File: src/rtl/hilo_ctrl.sv
// hilo_ctrl: E-stage front end for the multiply/divide unit, owning HI/LO and MD stalls
module hilo_ctrl (
    input  logic        clk,
    input  logic        reset,
    input  logic        md_valid,
    input  logic [2:0]  md_op,
    input  logic [31:0] rs_val,
    input  logic [31:0] rt_val,
    output logic        stall,
    output logic [31:0] rd_data,
    output logic        mul_start,
    output logic [2:0]  mul_op,
    output logic [31:0] mul_A,
    output logic [31:0] mul_B,
    input  logic        mul_busy,
    input  logic [31:0] mul_hi,
    input  logic [31:0] mul_lo
);
    typedef enum logic [1:0] {IDLE, ARM, WAIT} state_t;
    state_t      state_q, state_d;
    logic [31:0] hi_q, hi_d, lo_q, lo_d;
    // Decode in IDLE, skip the Busy-rise gap in ARM, harvest the result in WAIT; reset forces all outputs low
    always_comb begin
        state_d   = state_q;
        hi_d      = hi_q;
        lo_d      = lo_q;
        stall     = 1'b0;
        mul_start = 1'b0;
        mul_op    = 3'd0;
        mul_A     = 32'd0;
        mul_B     = 32'd0;
        rd_data   = 32'd0;
        if (reset) begin
            stall = md_valid && state_q != IDLE;
            case (state_q)
                IDLE: if (md_valid) begin
                    if (!md_op[2]) begin
                        mul_start = 1'b1;
                        mul_op    = md_op + 3'd1;
                        mul_A     = rs_val;
                        mul_B     = rt_val;
                        state_d   = ARM;
                    end else begin
                        rd_data = md_op[1:0] == 2'd0 ? hi_q : md_op[1:0] == 2'd1 ? lo_q : 32'd0;
                        hi_d    = md_op[1:0] == 2'd2 ? rs_val : hi_q;
                        lo_d    = md_op[1:0] == 2'd3 ? rs_val : lo_q;
                    end
                end
                ARM: state_d = WAIT;
                WAIT: if (!mul_busy) begin
                    hi_d    = mul_hi;
                    lo_d    = mul_lo;
                    state_d = IDLE;
                end
                default: state_d = IDLE;
            endcase
        end
    end
    // State and HI/LO registers with synchronous active-low clear
    always_ff @(posedge clk) begin
        if (!reset) begin
            state_q <= IDLE;
            hi_q    <= 32'd0;
            lo_q    <= 32'd0;
        end else begin
            state_q <= state_d;
            hi_q    <= hi_d;
            lo_q    <= lo_d;
        end
    end
endmodule

File: config.mk
export PLATFORM = sky130hd
export DESIGN_NAME = hilo_ctrl
export DESIGN_NICKNAME = d
export VERILOG_FILES = /design/src/rtl/hilo_ctrl.sv
export SDC_FILE = /design/constraint.sdc
export NUM_CORES = 1
export LEC_CHECK = 0
export ABC_AREA = 1
export CORE_UTILIZATION = 45
export DETAILED_ROUTE_END_ITERATION = 7
export PLACE_DENSITY_LB_ADDON = 0.25
export SLEW_MARGIN = 20
export SYNTH_ARGS = -nofsm -noshare
export SYNTH_HDL_FRONTEND = slang
export SYNTH_SLANG_ARGS = --single-unit
File: constraint.sdc
create_clock -name clk -period 2.9 [get_ports clk]
set_input_delay 0.29 -clock clk [delete_from_list [all_inputs] [get_ports clk]]
set_output_delay 0.29 -clock clk [all_outputs]
set_load 0.005 [all_outputs]
### Yosys cells after proc, flatten, opt, wreduce, memory -nomap -nowiden

Cells that the tools add are included.

* register bits after elaboration: 66
* input bits: 135
* output and inout bits: 101

* add/sub/neg operators: 1
* equal/unequal tests: 11
* mux-type cells: 37
* reduce and logical (&&, ||, !) cells: 8

Operator list (count)
* $mux W32: 22
* $pmux W32 S2: 2
* $mux W3: 4
* $ne A2 B2 Y1 const B: 6
* $reduce_and A5 Y1: 2
* $eq A2 B2 Y1 const B: 3
* $mux W2: 3
* $pmux W2 S3: 1
* $mux W1: 5
* $eq A2 B1 Y1 const B: 2
* $logic_not A2 Y1: 2
* $reduce_bool A2 Y1: 2
* $add A3 B1 Y3 const B: 1
* $reduce_and A3 Y1: 1
* $logic_and A1 B1 Y1: 1

### Longest topological paths before layout

Gate-level depths: netlist of the first run.

* depth in word-level cells: 7
* gate-level depth with buffers: 9

### Worst setup path before layout of the first run

OpenSTA, ideal clock, no wires.

* path kind: input-to-output
* from: input md_op[0]
* to: output rd_data[10]
* arrival time: 1.267 ns
* data required time: 2.610 ns
* setup slack: 1.343 ns
* stages: 7
* path through: inv_1 -> ha_1 -> clkbuf_1 -> inv_1 -> clkbuf_1 -> nand3_1 -> a21oi_1

* word-level cells in the longest chain between the ends: 7
* elaborated cells on any way between the ends: 8
* those cells by class: eq/ne (1); mux (6); reduce/logical (1)

RTL lines
* start: declaration: line 6 `input logic [2:0] md_op,`
* $eq A2 B1 Y1: line 44 `rd_data = md_op[1:0] == 2'd0 ? hi_q : md_op[1:0] == 2'd1 ? lo_q : 32'd0;`
* $mux W32: line 44
* $mux W32 (*): line 44
* $mux W32 (*): line 37 `if (!md_op[2]) begin`
* $mux W32 (*): line 36 `IDLE: if (md_valid) begin`
* $mux W32 (*): line 35 `case (state_q)`
* $mux W32 (*): line 33 `if (reset) begin`
* end: declaration: line 10 `output logic [31:0] rd_data,`

Mark *: on every way between the ends. The rest lies on a longest branch, timed or not.

### Final worst setup path of the first run

* from: input md_op[0]
* to: output rd_data[21]

The elaborated chain is that of the path after synthesis.

==> results of run 1 <==
[worst max-delay path: stages]
cell	delay [ps]
clkdlybuf4s50_1	470
inv_1	110
ha_1	190
buf_4	380
nand2_1	110
a21oi_1	190
clkdlybuf4s50_1	550
[metal layers]
metal  wire (µm)  vias to the layer above
li1            -                     3087
met1        6910                     2650
met2        7950                      270
met3        1340                       24
met4         303                        0
met5           0                        -
[layout make-up]
type                       count  area, µm²
multi-input combinational    599       2630
clock inverter                 7       70.1
sequential                    66       1320
clock buffer                   9        124
timing repair buffer         256       2570
tap                          136        170
fill                         942       2930
inverter                     137        514
[logic make-up after synthesis]
logic type,Yosys count,share of synthesized area
buf+inv,208,0.174
flops,66,0.277
fa+ha+maj,4,0.0105
compound gates,98,0.103
simple gates,497,0.435
[placed cells by master (no fill, tap or decap)]
master / Yosys / layout
clkinv_4: 0 / 2
nor2_1: 134 / 134
ha_1: 4 / 4
a21oi_1: 96 / 96
clkdlybuf4s50_1: 0 / 234
clkinvlp_4: 0 / 1
buf_2: 34 / 1
nand2_1: 198 / 197
nor2_2: 2 / 1
a21boi_0: 1 / 1
dfxtp_1: 66 / 65
buf_12: 0 / 5
dfxtp_2: 0 / 1
clkbuf_8: 0 / 9
nand3_1: 161 / 161
buf_4: 2 / 16
or2_2: 1 / 1
bufinv_16: 0 / 1
o21ai_0: 1 / 1
inv_1: 137 / 135
clkinv_2: 0 / 3
inv_2: 0 / 2
nand2_2: 0 / 1
nand4_1: 1 / 1
nor2_4: 0 / 1
[power by group]
part           switching [W]  internal [W]
combinational       0.000355      0.000341
sequential         0.0000311      0.000957
clock               0.000359      0.000395
total               0.000745       0.00169
[stage by stage]
stage | worst slack, ps | instance area [µm²]
detailed placement | 339 | 7200
global placement | 420 | 7200
floorplan | 1340 | 4770
finish | 298 | 7400
global route | 179 | 7400
CTS | 332 | 7400
[worst min path at each step]
stage | start | end | slack [ps] | cells past startpoint
floorplan | hi_q[0]$_SDFFE_PN0P_ | hi_q[0]$_SDFFE_PN0P_ | 450 | 2
global placement | hi_q[2]$_SDFFE_PN0P_ | hi_q[2]$_SDFFE_PN0P_ | 460 | 2
detailed placement | hi_q[29]$_SDFFE_PN0P_ | hi_q[29]$_SDFFE_PN0P_ | 470 | 2
CTS | reset | state_q[0]$_SDFFE_PN0P_ | 250 | 3
global route | reset | state_q[0]$_SDFFE_PN0P_ | 290 | 3
finish | reset | state_q[0]$_SDFFE_PN0P_ | 280 | 3
[sequential cells by signal (all words and copies together) (netlist names)]
register,count
lo_q,32
hi_q,32
state_q,2
==> impl_metrics.tcl, run 1 <==
set metrics [dict create \
    status "complete, no violations" \
    synth_edf_count 0 \
    period_share 0.897 \
    ff2ff_path_depth 7 \
    clk_latency_ps 320 \
    crit_end "rd_data[21]" \
    slew-limit-headroom 0.521 \
    grt.busiest_layer "met2" \
    max_cap_viol_count 0 \
    placed_cells 1194 \
    viasPerCell 4.98 \
    synth_seq_cells 66 \
    async_flop_share 0 \
    dp_hpwl_mm 11.9 \
    gp_congestion 0.872 \
    synth.most_common_cell "nand2_1" \
    rsz0062_at_grt "false" \
    path_class "input port to output port" \
    detail-route-antenna-nets 0 \
    required_ps 2610 \
    netlist_area_mm2 0.00477 \
    drive_gt1_frac 0.0419 \
    dr.pass1.iters 5 \
    root_buffer "clkbuf_8" \
    fmax_ghz 0.384 \
    coreArea_mm2 0.0103 \
    startpoint "md_op[0]" \
    clk_path_buf_depth 2 \
    synth_area_leaders "dfxtp_1 (28%), nand3_1 (17%), nand2_1 (16%)" \
    yosys_warnings 0 \
    final_core_util 0.716 \
    grt_start_max_net_pins 84 \
    synth_cell_type_count 16 \
    setup_viol 0 \
    clock-sinks 66 \
    start_kind "input port" \
    instances_no_fill 1210 \
    cp_max_fo 32 \
    final-hold-violation-count 0 \
    r2r-start "state_q[1]$_SDFFE_PN0P_" \
    synth_ff_type "dfxtp_1" \
    cts_tree "yes" \
    chipWidth_um 105 \
    r2r-end "hi_q[20]$_SDFFE_PN0P_" \
    htree_num_levels 3 \
    finalCriticalPeriod_ps 2600 \
    use_met1 0.386 \
    worst_slew_pin_slew_ps 719 \
    drc 0 \
    cts_hold_buf 0 \
    worstSetupEndpointType "output port" \
    final_nets 1208 \
    fp.dieH_um 105 \
    synthTopCellsByCount "nand2_1 (198), nand3_1 (161), inv_1 (137)" \
    drt_wl_total_mm 16.5 \
    setup_tns_ps 0 \
    ys_seq_area_frac 0.277 \
    wl_per_cell_um 13.6 \
    die_area_mm2 0.0110 \
    synthCells 873 \
    total_power_w 0.00244 \
    grt_pass1_wl_mm 26.8 \
    reg2reg_setup_slack_ps 700 \
    fin_skew_ps 5.81 \
    hold-worst-slack_ps 276 \
    grt_util_all_layers 0.301 \
    cts.repair.resized 0 \
    arrival_ps 2310 \
    hold_path_class "input port to flop" \
    grt_pass1_vias 5542 \
    std_cell_rows 37 \
    synth_nets 1012 \
    syn_to_final_growth_pct 55.0 \
    grt_antenna_before_repair 0 \
    numCtsBuffers 9 \
    avgSynthCellArea_um2 5.47 \
    ioPinCount 236 \
    synth_top_area_frac 0.277 \
    p_per_area_mw_per_mm2 330 \
    p_leak_nw 3.43 \
    met3_usage 0.0468 \
    initialDrtViolationCount 387 \
    worst_ir_drop_vdd_uv 199 \
    grt_use_met2 0.506 \
    postCtsSetupBuffers 0 \
    clk_pin_slew_ps 70 \
    synth_top_area_cell "dfxtp_1" \
    vias 6031 \
    numPortBuffers 235 \
    grt_overflow_total 0 \
    finalMaxSlewViolations 0 \
    start_util 0.462 \
    antenna_cells 0 \
]
Note: power is estimated with default switching activity, not from simulation.
==> run 2: changes to the inputs <==
--- a/config.mk
+++ b/config.mk
@@ -6,7 +6,8 @@
 export NUM_CORES = 1
 export LEC_CHECK = 0
 export ABC_AREA = 1
-export CORE_UTILIZATION = 45
+export CORE_UTILIZATION = 37
+export CTS_BUF_LIST = sky130_fd_sc_hd__clkbuf_4 sky130_fd_sc_hd__clkbuf_8 sky130_fd_sc_hd__clkbuf_16
 export DETAILED_ROUTE_END_ITERATION = 7
 export PLACE_DENSITY_LB_ADDON = 0.25
 export SLEW_MARGIN = 20
==> constraint.sdc (replaced) <==
create_clock -name clk -period 2.1 [get_ports clk]
set_input_delay 0.21 -clock clk [delete_from_list [all_inputs] [get_ports clk]]
set_output_delay 0.21 -clock clk [all_outputs]
set_load 0.005 [all_outputs]
==> run 2 against run 1 <==
  * Final area increased by 7.3%
  * First-iteration DRC count shrank 0.78%
  * Register-to-register slack lost 410 ps
  * Die area rose by 21%
  * Combinational power increased by 49%
  * Via count rose by 1.3%
  * Largest cell class is now non-clock buffers
==> impl_metrics.tcl, run 2 (same netlist as run 1, synthesis figures left out) <==
set metrics [dict create \
    wl_per_cell_um 14.0 \
    die_area_mm2 0.0134 \
    max_stage_delay_ps 500 \
    htree_num_levels 3 \
    rsz0062_at_grt "false" \
    crit_top_cell "clkdlybuf4s50_1" \
    std_cell_rows 41 \
    placed_cells 1237 \
    fp.dieH_um 116 \
    detail-route-antenna-nets 0 \
    final_nets 1232 \
    syn_to_final_growth_pct 66.3 \
    worstSetupEndpointType "output port" \
    clk_pin_slew_ps 60 \
    root_buffer "clkbuf_16" \
    start_kind "input port" \
    drive_gt1_frac 0.0765 \
    numCtsBuffers 9 \
    final-hold-violation-count 0 \
    path_class "input port to output port" \
    dr.pass1.iters 5 \
    ff2ff_path_depth 9 \
    final_common_cell "nand2_1" \
    numPortBuffers 235 \
    comb_power_share 0.272 \
    status "complete, no violations" \
    cts_tree "yes" \
    hold_depth 4 \
    chipWidth_um 116 \
    p_int_w 0.00274 \
    power_switching_w 0.00110 \
    drt_wl_total_mm 17.8 \
    arrival_ps 1820 \
    ioPinCount 236 \
    finalCriticalPeriod_ps 2030 \
    cpMaxStageDelayCell "clkdlybuf4s50_1" \
    worst_ir_drop_vdd_uv 447 \
    fin_skew_ps 8.93 \
    total_power_w 0.00384 \
    start_util 0.378 \
    switching_share 0.286 \
    grt_overflow_total 0 \
    hold_path_class "input port to flop" \
    required_ps 1890 \
    drc 0 \
    dp_hpwl_mm 11.3 \
    final_cell_mix "nand2_1 (196), nand3_1 (161), clkdlybuf4s50_1 (141), inv_1 (133), nor2_1 (131)" \
    p_per_area_mw_per_mm2 483 \
    vias 6107 \
    setup_viol 0 \
    initialDrtViolationCount 384 \
    grt_antenna_before_repair 0 \
    viasPerCell 4.81 \
    antenna_cells 0 \
    period_share 0.968 \
    sequentialPowerShare 0.355 \
    clk_path_buf_depth 2 \
    largestRegisters "hi_q (32), lo_q (32), state_q (2)" \
    crit_path_cell_trace "clkdlybuf4s50_1 > nand2_1 > nor2_4 > inv_4 > buf_16 > nor2_1 > clkdlybuf4s50_1" \
    grt_start_max_net_pins 73 \
    cp_max_fo 13 \
    slew-limit-headroom 0.617 \
    setup_slack_ps 68.1 \
    cts_hold_buf 0 \
    grt_pass1_vias 5548 \
    pwr-share-clk 0.373 \
    gp_congestion 0.785 \
    worst_slew_pin_slew_ps 574 \
    fmax_ghz 0.492 \
    instances_no_fill 1270 \
    coreArea_mm2 0.0126 \
    grt_pass1_wl_mm 27.6 \
    grt_util_all_layers 0.263 \
    pre_cts_ws_ps -254 \
    p_leak_nw 4.38 \
    hold-worst-slack_ps 340 \
    clock-sinks 66 \
    clk_latency_ps 320 \
    finalMaxSlewViolations 0 \
    max_cap_viol_count 0 \
]
-- run 2: cell types whose count changed in the layout (fill, tap and decap cells not counted), sizes merged --
cell,delta
dlygate4sd2,+70
clkinvlp,+1
clkinv,-3
buf,+21
dlymetal6s2s,+21
clkdlybuf4s15,+1
clkbuf,+5
bufbuf,+2
clkdlybuf4s50,-93
bufinv,-1
-- run 2: layout make-up --
class                   instances  area [µm²]
multi-input cells             599        2690
clock buffers                  12         267
repair buffers                280        2890
well taps                     172         215
flip-flops and latches         66        1320
clock inverters                 4        25.0
fillers                      1245        4690
inverters                     137         519
-- run 2: through the flow --
stage	utilization	TNS (ps)	instance area, µm²
5_1_grt	0.629	0	7930
6_report	0.629	0	7930
3_5_place_dp	0.580	-5700	7320
3_3_place_gp	0.580	-4200	7320
2_1_floorplan	-	0	4770
4_1_cts	0.618	-197	7790
-- run 2: critical path: cells and delay by family --
kind	cells	cell delay, ps
simple gates	3	360
buf+inv	4	1250
-- run 2: final timing paths --
check / startpoint / endpoint / slack, ps
hold reg to reg: lo_q[20]$_SDFFE_PN0P_ / lo_q[20]$_SDFFE_PN0P_ / 480
setup / recovery: md_valid / mul_B[10] / 70
hold / removal: reset / lo_q[27]$_SDFFE_PN0P_ / 340
setup reg to reg: state_q[1]$_SDFFE_PN0P_ / hi_q[6]$_SDFFE_PN0P_ / 290
-- run 2: what timing repair did --
item,in CTS,in global routing
pin swaps,2,2
setup endpoints to repair,99,35
setup buffers,5,6
gates cloned,5,1
resized for setup,99,28
-- run 2: per-layer routing --
layer / share of wire / track usage
met1: 0.43 / 0.327
met2: 0.49 / 0.471
met3: 0.063 / 0.0356
met4: 0.015 / 0.0788
met5: 0 / 0
-- run 2: power by group through the flow --
stage               clock [W]  sequential (W)  combinational (W)
global placement            0         0.00139           0.000966
detailed placement          0         0.00139           0.000973
global route          0.00152         0.00137            0.00115
CTS                   0.00145         0.00136            0.00102
floorplan                   0         0.00138           0.000494
finish                0.00143         0.00136            0.00104
==> run 3: changes to the inputs <==
--- a/config.mk
+++ b/config.mk
@@ -10,7 +10,6 @@
 export CTS_BUF_LIST = sky130_fd_sc_hd__clkbuf_4 sky130_fd_sc_hd__clkbuf_8 sky130_fd_sc_hd__clkbuf_16
 export DETAILED_ROUTE_END_ITERATION = 7
 export PLACE_DENSITY_LB_ADDON = 0.25
-export SLEW_MARGIN = 20
 export SYNTH_ARGS = -nofsm -noshare
 export SYNTH_HDL_FRONTEND = slang
 export SYNTH_SLANG_ARGS = --single-unit
==> results of run 3 <==
The final DEF is identical to that of run 2; final timing and power are the same.
